<file path="src/rtl/branch_prediction_tracker.sv">
// In-order tracker of issued branch predictions; pops on resolve and drives registered feedback one cycle later.
// o_full is combinational; pushes into a full tracker are dropped unless a pop frees a slot that same cycle.
module branch_prediction_tracker #(
  parameter int ADDR_WIDTH = 32,
  parameter int DEPTH      = 8,
  parameter int CNT_WIDTH  = 32
) (
  input  logic                  clk,
  input  logic                  rst_n,
  input  logic                  i_req_valid,
  input  logic [ADDR_WIDTH-1:0] i_req_pc,
  input  logic                  i_req_prediction,
  input  logic                  i_req_prediction1,
  input  logic                  i_req_prediction2,
  output logic                  o_full,
  input  logic                  i_res_valid,
  input  logic [ADDR_WIDTH-1:0] i_res_pc,
  input  logic                  i_res_outcome,
  input  logic                  i_flush,
  output logic                  o_fb_valid,
  output logic [ADDR_WIDTH-1:0] o_fb_pc,
  output logic                  o_fb_prediction,
  output logic                  o_fb_prediction1,
  output logic                  o_fb_prediction2,
  output logic                  o_fb_outcome,
  output logic                  o_mispredict,
  output logic                  o_err_overflow,
  output logic                  o_err_underflow,
  output logic                  o_err_pc,
  output logic [CNT_WIDTH-1:0]  o_branch_count,
  output logic [CNT_WIDTH-1:0]  o_mispredict_count
);

  localparam int PTR_W = $clog2(DEPTH);
  localparam logic [PTR_W:0] FULL_CNT = (PTR_W+1)'(DEPTH);

  typedef struct packed {
    logic [ADDR_WIDTH-1:0] pc;
    logic                  pred;
    logic                  pred1;
    logic                  pred2;
  } entry_t;

  entry_t           mem [DEPTH];
  logic [PTR_W-1:0] wr_ptr, rd_ptr;
  logic [PTR_W:0]   count;
  entry_t           head;
  logic             pop, push, hit, miss_pc, is_misp;

  assign o_full  = (count == FULL_CNT);
  assign head    = mem[rd_ptr];
  assign pop     = i_res_valid && (count != '0);
  // A pop in the same cycle frees the head slot, so a full tracker can still accept.
  assign push    = i_req_valid && !i_flush && (!o_full || pop);
  assign hit     = pop && (head.pc == i_res_pc);
  assign miss_pc = pop && (head.pc != i_res_pc);
  assign is_misp = head.pred != i_res_outcome;

  always_ff @(posedge clk) begin
    if (push) begin
      mem[wr_ptr] <= '{pc: i_req_pc, pred: i_req_prediction,
                       pred1: i_req_prediction1, pred2: i_req_prediction2};
    end
  end

  always_ff @(posedge clk) begin
    if (!rst_n) begin
      wr_ptr <= '0;
      rd_ptr <= '0;
      count  <= '0;
    end else begin
      if (push) wr_ptr <= wr_ptr + PTR_W'(1);
      // Flush overrides any same-cycle pop; the push is already suppressed.
      if (i_flush) begin
        count  <= '0;
        rd_ptr <= wr_ptr;
      end else begin
        if (pop) rd_ptr <= rd_ptr + PTR_W'(1);
        case ({push, pop})
          2'b10:   count <= count + (PTR_W+1)'(1);
          2'b01:   count <= count - (PTR_W+1)'(1);
          default: count <= count;
        endcase
      end
    end
  end

  always_ff @(posedge clk) begin
    if (!rst_n) begin
      o_fb_valid         <= 1'b0;
      o_fb_pc            <= '0;
      o_fb_prediction    <= 1'b0;
      o_fb_prediction1   <= 1'b0;
      o_fb_prediction2   <= 1'b0;
      o_fb_outcome       <= 1'b0;
      o_mispredict       <= 1'b0;
      o_err_overflow     <= 1'b0;
      o_err_underflow    <= 1'b0;
      o_err_pc           <= 1'b0;
      o_branch_count     <= '0;
      o_mispredict_count <= '0;
    end else begin
      o_fb_valid      <= hit;
      o_mispredict    <= hit && is_misp;
      o_err_pc        <= miss_pc;
      o_err_underflow <= i_res_valid && (count == '0);
      o_err_overflow  <= i_req_valid && !i_flush && o_full && !pop;
      // Data outputs hold their last feedback when nothing valid is emitted.
      if (hit) begin
        o_fb_pc          <= head.pc;
        o_fb_prediction  <= head.pred;
        o_fb_prediction1 <= head.pred1;
        o_fb_prediction2 <= head.pred2;
        o_fb_outcome     <= i_res_outcome;
        o_branch_count   <= o_branch_count + CNT_WIDTH'(1);
        if (is_misp) o_mispredict_count <= o_mispredict_count + CNT_WIDTH'(1);
      end
    end
  end

endmodule

</file>
<file path="config.mk">
export PLATFORM = sky130hd
export DESIGN_NAME = branch_prediction_tracker
export DESIGN_NICKNAME = d
export VERILOG_FILES = /design/src/rtl/branch_prediction_tracker.sv
export SDC_FILE = /design/constraint.sdc
export NUM_CORES = 1
export LEC_CHECK = 0
export CAP_MARGIN = 20
export CORE_UTILIZATION = 35
export DETAILED_ROUTE_END_ITERATION = 8
export GPL_TIMING_DRIVEN = 0
export PLACE_DENSITY = 0.53
export SLEW_MARGIN = 5
export SYNTH_ARGS = -nofsm -noshare
export SYNTH_HDL_FRONTEND = slang
export SYNTH_SLANG_ARGS = --single-unit
</file>
<file path="constraint.sdc">
create_clock -name clk -period 6.8 [get_ports clk]
set_clock_uncertainty 0.1 [all_clocks]
set_input_delay 1.36 -clock clk [delete_from_list [all_inputs] [get_ports clk]]
set_output_delay 1.36 -clock clk [all_outputs]
set_load 0.01 [all_outputs]
</file>
; ---- Word level (Yosys, flattened, before mapping)
; Memory sizes are Yosys's and may differ from the RTL's. A register that Yosys moved wholly into a read port is not among the register bits.
; Cells that the tools add are included.
[totals]
input_bits = 73
ram_bits = 280
n_memories = 1
rom_bits = 0
latchBits = 0
regBits = 115
[classes]
shift = 0
bitwise_logic = 1
reduce_logical = 19
eq_ne = 6
div = 0
n_mux = 7
n_lt_le_gt_ge = 0
n_addsub = 6
n_mul = 0
[mem_list]
columns = memory, words, word_bits, read_ports, rd_clocked_by_memory_dff, write_ports, line_no
row1 = mem, 8, 35, 1, 1, 1, 44  ; entry_t mem [DEPTH];
[op_table]
columns = op, count
row1 = $add A32 B1 Y32 const B, 2
row2 = $eq A32 B32 Y1, 1
row3 = $ne A32 B32 Y1, 1
row4 = $mux W3, 4
row5 = $logic_and A1 B1 Y1, 9
row6 = $pmux W4 S2, 1
row7 = $add A3 B1 Y3 const B, 2
row8 = $add A4 B1 Y4 const B, 1
row9 = $eq A4 B4 Y1 const B, 1
row10 = $logic_not A4 Y1, 1
row11 = $reduce_bool A2 Y1, 2
row12 = $reduce_bool A4 Y1, 1
row13 = $sub A4 B1 Y4 const B, 1
row14 = $logic_not A1 Y1, 3
row15 = $eq A2 B1 Y1 const B, 1
row16 = $eq A2 B2 Y1 const B, 1
row17 = $mux W1, 2
row18 = $reduce_and A2 Y1, 1
row19 = $reduce_or A2 Y1, 1
row20 = $logic_or A1 B1 Y1, 1
row21 = $ne A1 B1 Y1, 1
row22 = $not A1 Y1, 1

; ---- Depth between registers and ports, before layout
[logic_depth]
depth_word = 6
ltp_mapped = 14
mapped_depth_nobuf = 10

; ---- Least setup slack after synthesis
; No wires, ideal clock.
[synth_path]
path_kind = in2reg
startpoint = input port i_flush
endpoint = memory mem[2][0] (netlist bit) (enable)
t_arrival_ps = 4711
slack_ps = 1511
path_stages = 5
t_required_ps = 6222
cell_sequence = clkbuf_1 > nor2b_1 > o21ai_0 > or2_2 > nor3b_1
[synth_between]
elab_chain_len = 5
[synth_rtl]
columns = item, line_no
row1 = "start, declared", 19  ; input logic i_flush,
row2 = $logic_not A1 Y1, 54  ; assign push = i_req_valid && !i_flush && (!o_full || pop);
row3 = $logic_and A1 B1 Y1 (2 in series), 54
row4 = $mux W1, 60  ; if (push) begin
row5 = $mux W1 (implied by the code), 61  ; mem[wr_ptr] <= '{pc: i_req_pc, pred: i_req_prediction,
row6 = "end, declared", 44
; No other way between the ends.

==> impl_metrics.env <==
export IMPL_yosysMostFrequentCell="edfxtp_1"
export IMPL_switching_share_pct=21.4
export IMPL_wl_per_cell_um=22.2
export IMPL_clkLatencyLatePin_ns=0.58
export IMPL_vias_per_cell=5.28
export IMPL_clock_tree_buffer_depth=3
export IMPL_worstSetupPathType="register to register"
export IMPL_post_cts_buffers=0
export IMPL_r2r_cells=13
export IMPL_cts_tree="yes"
export IMPL_whs_path_depth=2
export IMPL_avgSynthCellArea_um2=14.0
export IMPL_hp_start="o_fb_pc[14]"
export IMPL_vias=10900
export IMPL_final_nets=1503
export IMPL_r2r_end="o_fb_pc[13]"
export IMPL_std_cell_rows=78
export IMPL_cts_hold_buffers=0
export IMPL_die_w_um=218
export IMPL_timing_final_crit_share_pct=74.5
export IMPL_grt_pass1_wl_mm=67.3
export IMPL_finalHoldViolCount=0
export IMPL_drt_iter0_drc=792
export IMPL_async_flop_share_pct=0
export IMPL_cts_resized=0
export IMPL_ys_types=50
export IMPL_power_frac_comb_pct=4.8
export IMPL_yosysWarnings=0
export IMPL_antenna_found_initial=6
export IMPL_synth_fp_nets=1250
export IMPL_place_inst=1976
export IMPL_fp_dieH_um=218
export IMPL_area_delta_synth_final_pct=26.5
export IMPL_seqPwrFrac_pct=49.5
export IMPL_ir_drop_uv=186
export IMPL_intPower_mw=4.15
export IMPL_first_pass_iters=7
export IMPL_drc=0
export IMPL_fin_total_pwr_mw=5.28
export IMPL_finalMaxSlewViolations=0
export IMPL_wl_mm=45.8
export IMPL_startpoint_type="register"
export IMPL_start_util_pct=35.8
export IMPL_required_ns=7.11
export IMPL_worstHoldPathType="register to register"
export IMPL_hpwl_mm=32.2
export IMPL_stdcell_count=2062
export IMPL_cp_max_fo=10
export IMPL_p_clk_share_pct=45.7
export IMPL_synth_top_cell_area_share_pct=51.4
export IMPL_drtAntennaViolNets=0
export IMPL_cts_buffers=45
export IMPL_port_buffers=177
export IMPL_num_io_pins=179
export IMPL_outcome="completed"
export IMPL_synth_area_leaders="edfxtp_1 (51%), dfxtp_1 (14%), mux4_2 (6.1%)"
export IMPL_htreeDepth=2
export IMPL_synth_flop_cell="edfxtp_1"
export IMPL_period_needed_ns=5.07
export IMPL_setup_viol_count_final=0
export IMPL_r2r_slack_ns=1.73
export IMPL_synthTopCellsByCount="edfxtp_1 (280), dfxtp_1 (118), a21oi_1 (89), mux2i_1 (76), nand2_1 (74)"
export IMPL_die_area_mm2=0.0476
export IMPL_end_kind="register"
export IMPL_power_density_mw_per_mm2=256
export IMPL_power_switching_mw=1.13
export IMPL_design_core_area_mm2=0.0457
export IMPL_worstMarginPinSlew_ns=0.974
export IMPL_numClockSinks=398
export IMPL_max_freq_mhz=197
export IMPL_rsz0062_at_grt="false"
export IMPL_slew_headroom_pct=34.7
export IMPL_grt_use_total_pct=19.3
export IMPL_yosysSeqAreaShare_pct=65.9
export IMPL_syn_cell_area_mm2=0.0163
export IMPL_grt_max_degree=22
export IMPL_synth_seq_cells=398
export IMPL_cap_violations=0
export IMPL_synth_edf_count=280
export IMPL_drive_gt1_share_pct=13.6
export IMPL_synth_cells=1170
export IMPL_arrival_ns=5.37
export IMPL_gp_congestion=0.805
export IMPL_first_global_vias=10500
export IMPL_whs_endpoint="o_fb_pc[14]"
export IMPL_cts_root_buf="clkbuf_16"
export IMPL_final_core_util_pct=45.3
export IMPL_fill_cells=4179
export IMPL_yosys_area_top_type="edfxtp_1"
export IMPL_cts_clk_slew_worst_paths_ns=0.05
export IMPL_p_leak_nw=6.57
export IMPL_grt_overflow_total=0
## worst max-delay path by stage
| stage | cells after the start | endpoint | slack (ns) |
|---|---|---|---|
| floorplan | 5 | mem[2][0] | 1.51 |
| global placement | 5 | mem[2][4] | -2.27 |
| detailed placement | 13 | o_fb_pc[18] | 1.71 |
| CTS | 13 | o_fb_pc[13] | 1.68 |
| global route | 13 | o_fb_pc[13] | 1.48 |
| finish | 13 | o_fb_pc[13] | 1.73 |
## final cells by class
type | count | area (um2) | area share, %
inverter | 9 | 33.8 | 0.163
buffer | 67 | 312 | 1.51
timing repair buffer | 206 | 2050 | 9.93
antenna | 2 | 5.00 | 0.0242
multi-input combinational | 696 | 5280 | 25.5
clock buffer | 67 | 1290 | 6.23
sequential | 398 | 10800 | 52.1
tap | 600 | 751 | 3.63
clock inverter | 17 | 181 | 0.878
## worst max-delay path, cell delays in order, from the launching register on
cell      delay [ns]
dfxtp_1         0.35
buf_2           0.24
clkbuf_1        0.59
mux4_2          0.40
mux2i_1         0.58
xor2_1          0.20
nand4_1         0.12
nor4_2          0.69
nand4_2         0.27
buf_2           0.27
clkbuf_1        0.33
clkbuf_1        0.46
nand2_1         0.19
a21oi_1         0.07
## layout by cell type, fill, tap and decap left out, drive strengths merged, types with 41 or more instances in the layout
cell type	synthesis	final
buf	22	51
clkbuf	45	112
edfxtp	280	280
mux4	44	44
or3	44	44
a21oi	89	89
nor2	41	41
clkdlybuf4s50	0	177
nand2	74	74
dfxtp	118	118
mux2i	76	76
## through the flow
step,setup WS [ns],cell area [um2],hold slack (ns),TNS [ns]
after floorplan,1.51,16300,0.376,0
after global placement,-2.27,18900,0.344,-367.66
after detailed placement,1.71,19200,0.350,0
after CTS,1.68,20700,0.358,0
after global routing,1.48,20700,0.371,0
final,1.73,20700,0.357,0
## logic make-up after synthesis
kind of cell	after synthesis	share of synthesized area, %
and+or+nand+nor	338	11.3
DFF	398	65.9
xor gates and xnor gates	27	1.49
adders and majority gates	7	0.582
buffers and inverters	76	2.11
AOI/OAI and AO/OA	191	6.98
muxes	133	11.6
## power groups by stage
stage                     registers (mW)  clock network, mW  logic (mW)
final                               2.62               2.42       0.251
after global routing                2.62               2.56       0.273
after CTS                           2.62               2.47       0.256
after detailed placement            2.67                  0       0.255
after global placement              2.67                  0       0.246
after floorplan                     2.67                  0       0.126
## registers in the layout, summed over array words and instances (netlist names), 3 cells and up, named ones only
signal and cells:
wr_ptr 3, o_mispredict_count 32, o_branch_count 32, count 4, mem 280, o_fb_pc 32, rd_ptr 3
## per-layer routing
layer	part of all wire (%)	track usage, %
met2	46	30.0
met1	46	27.5
met4	1.6	4.41
met5	0.042	0
met3	6.3	3.92
(Power assumes the default switching activity.)
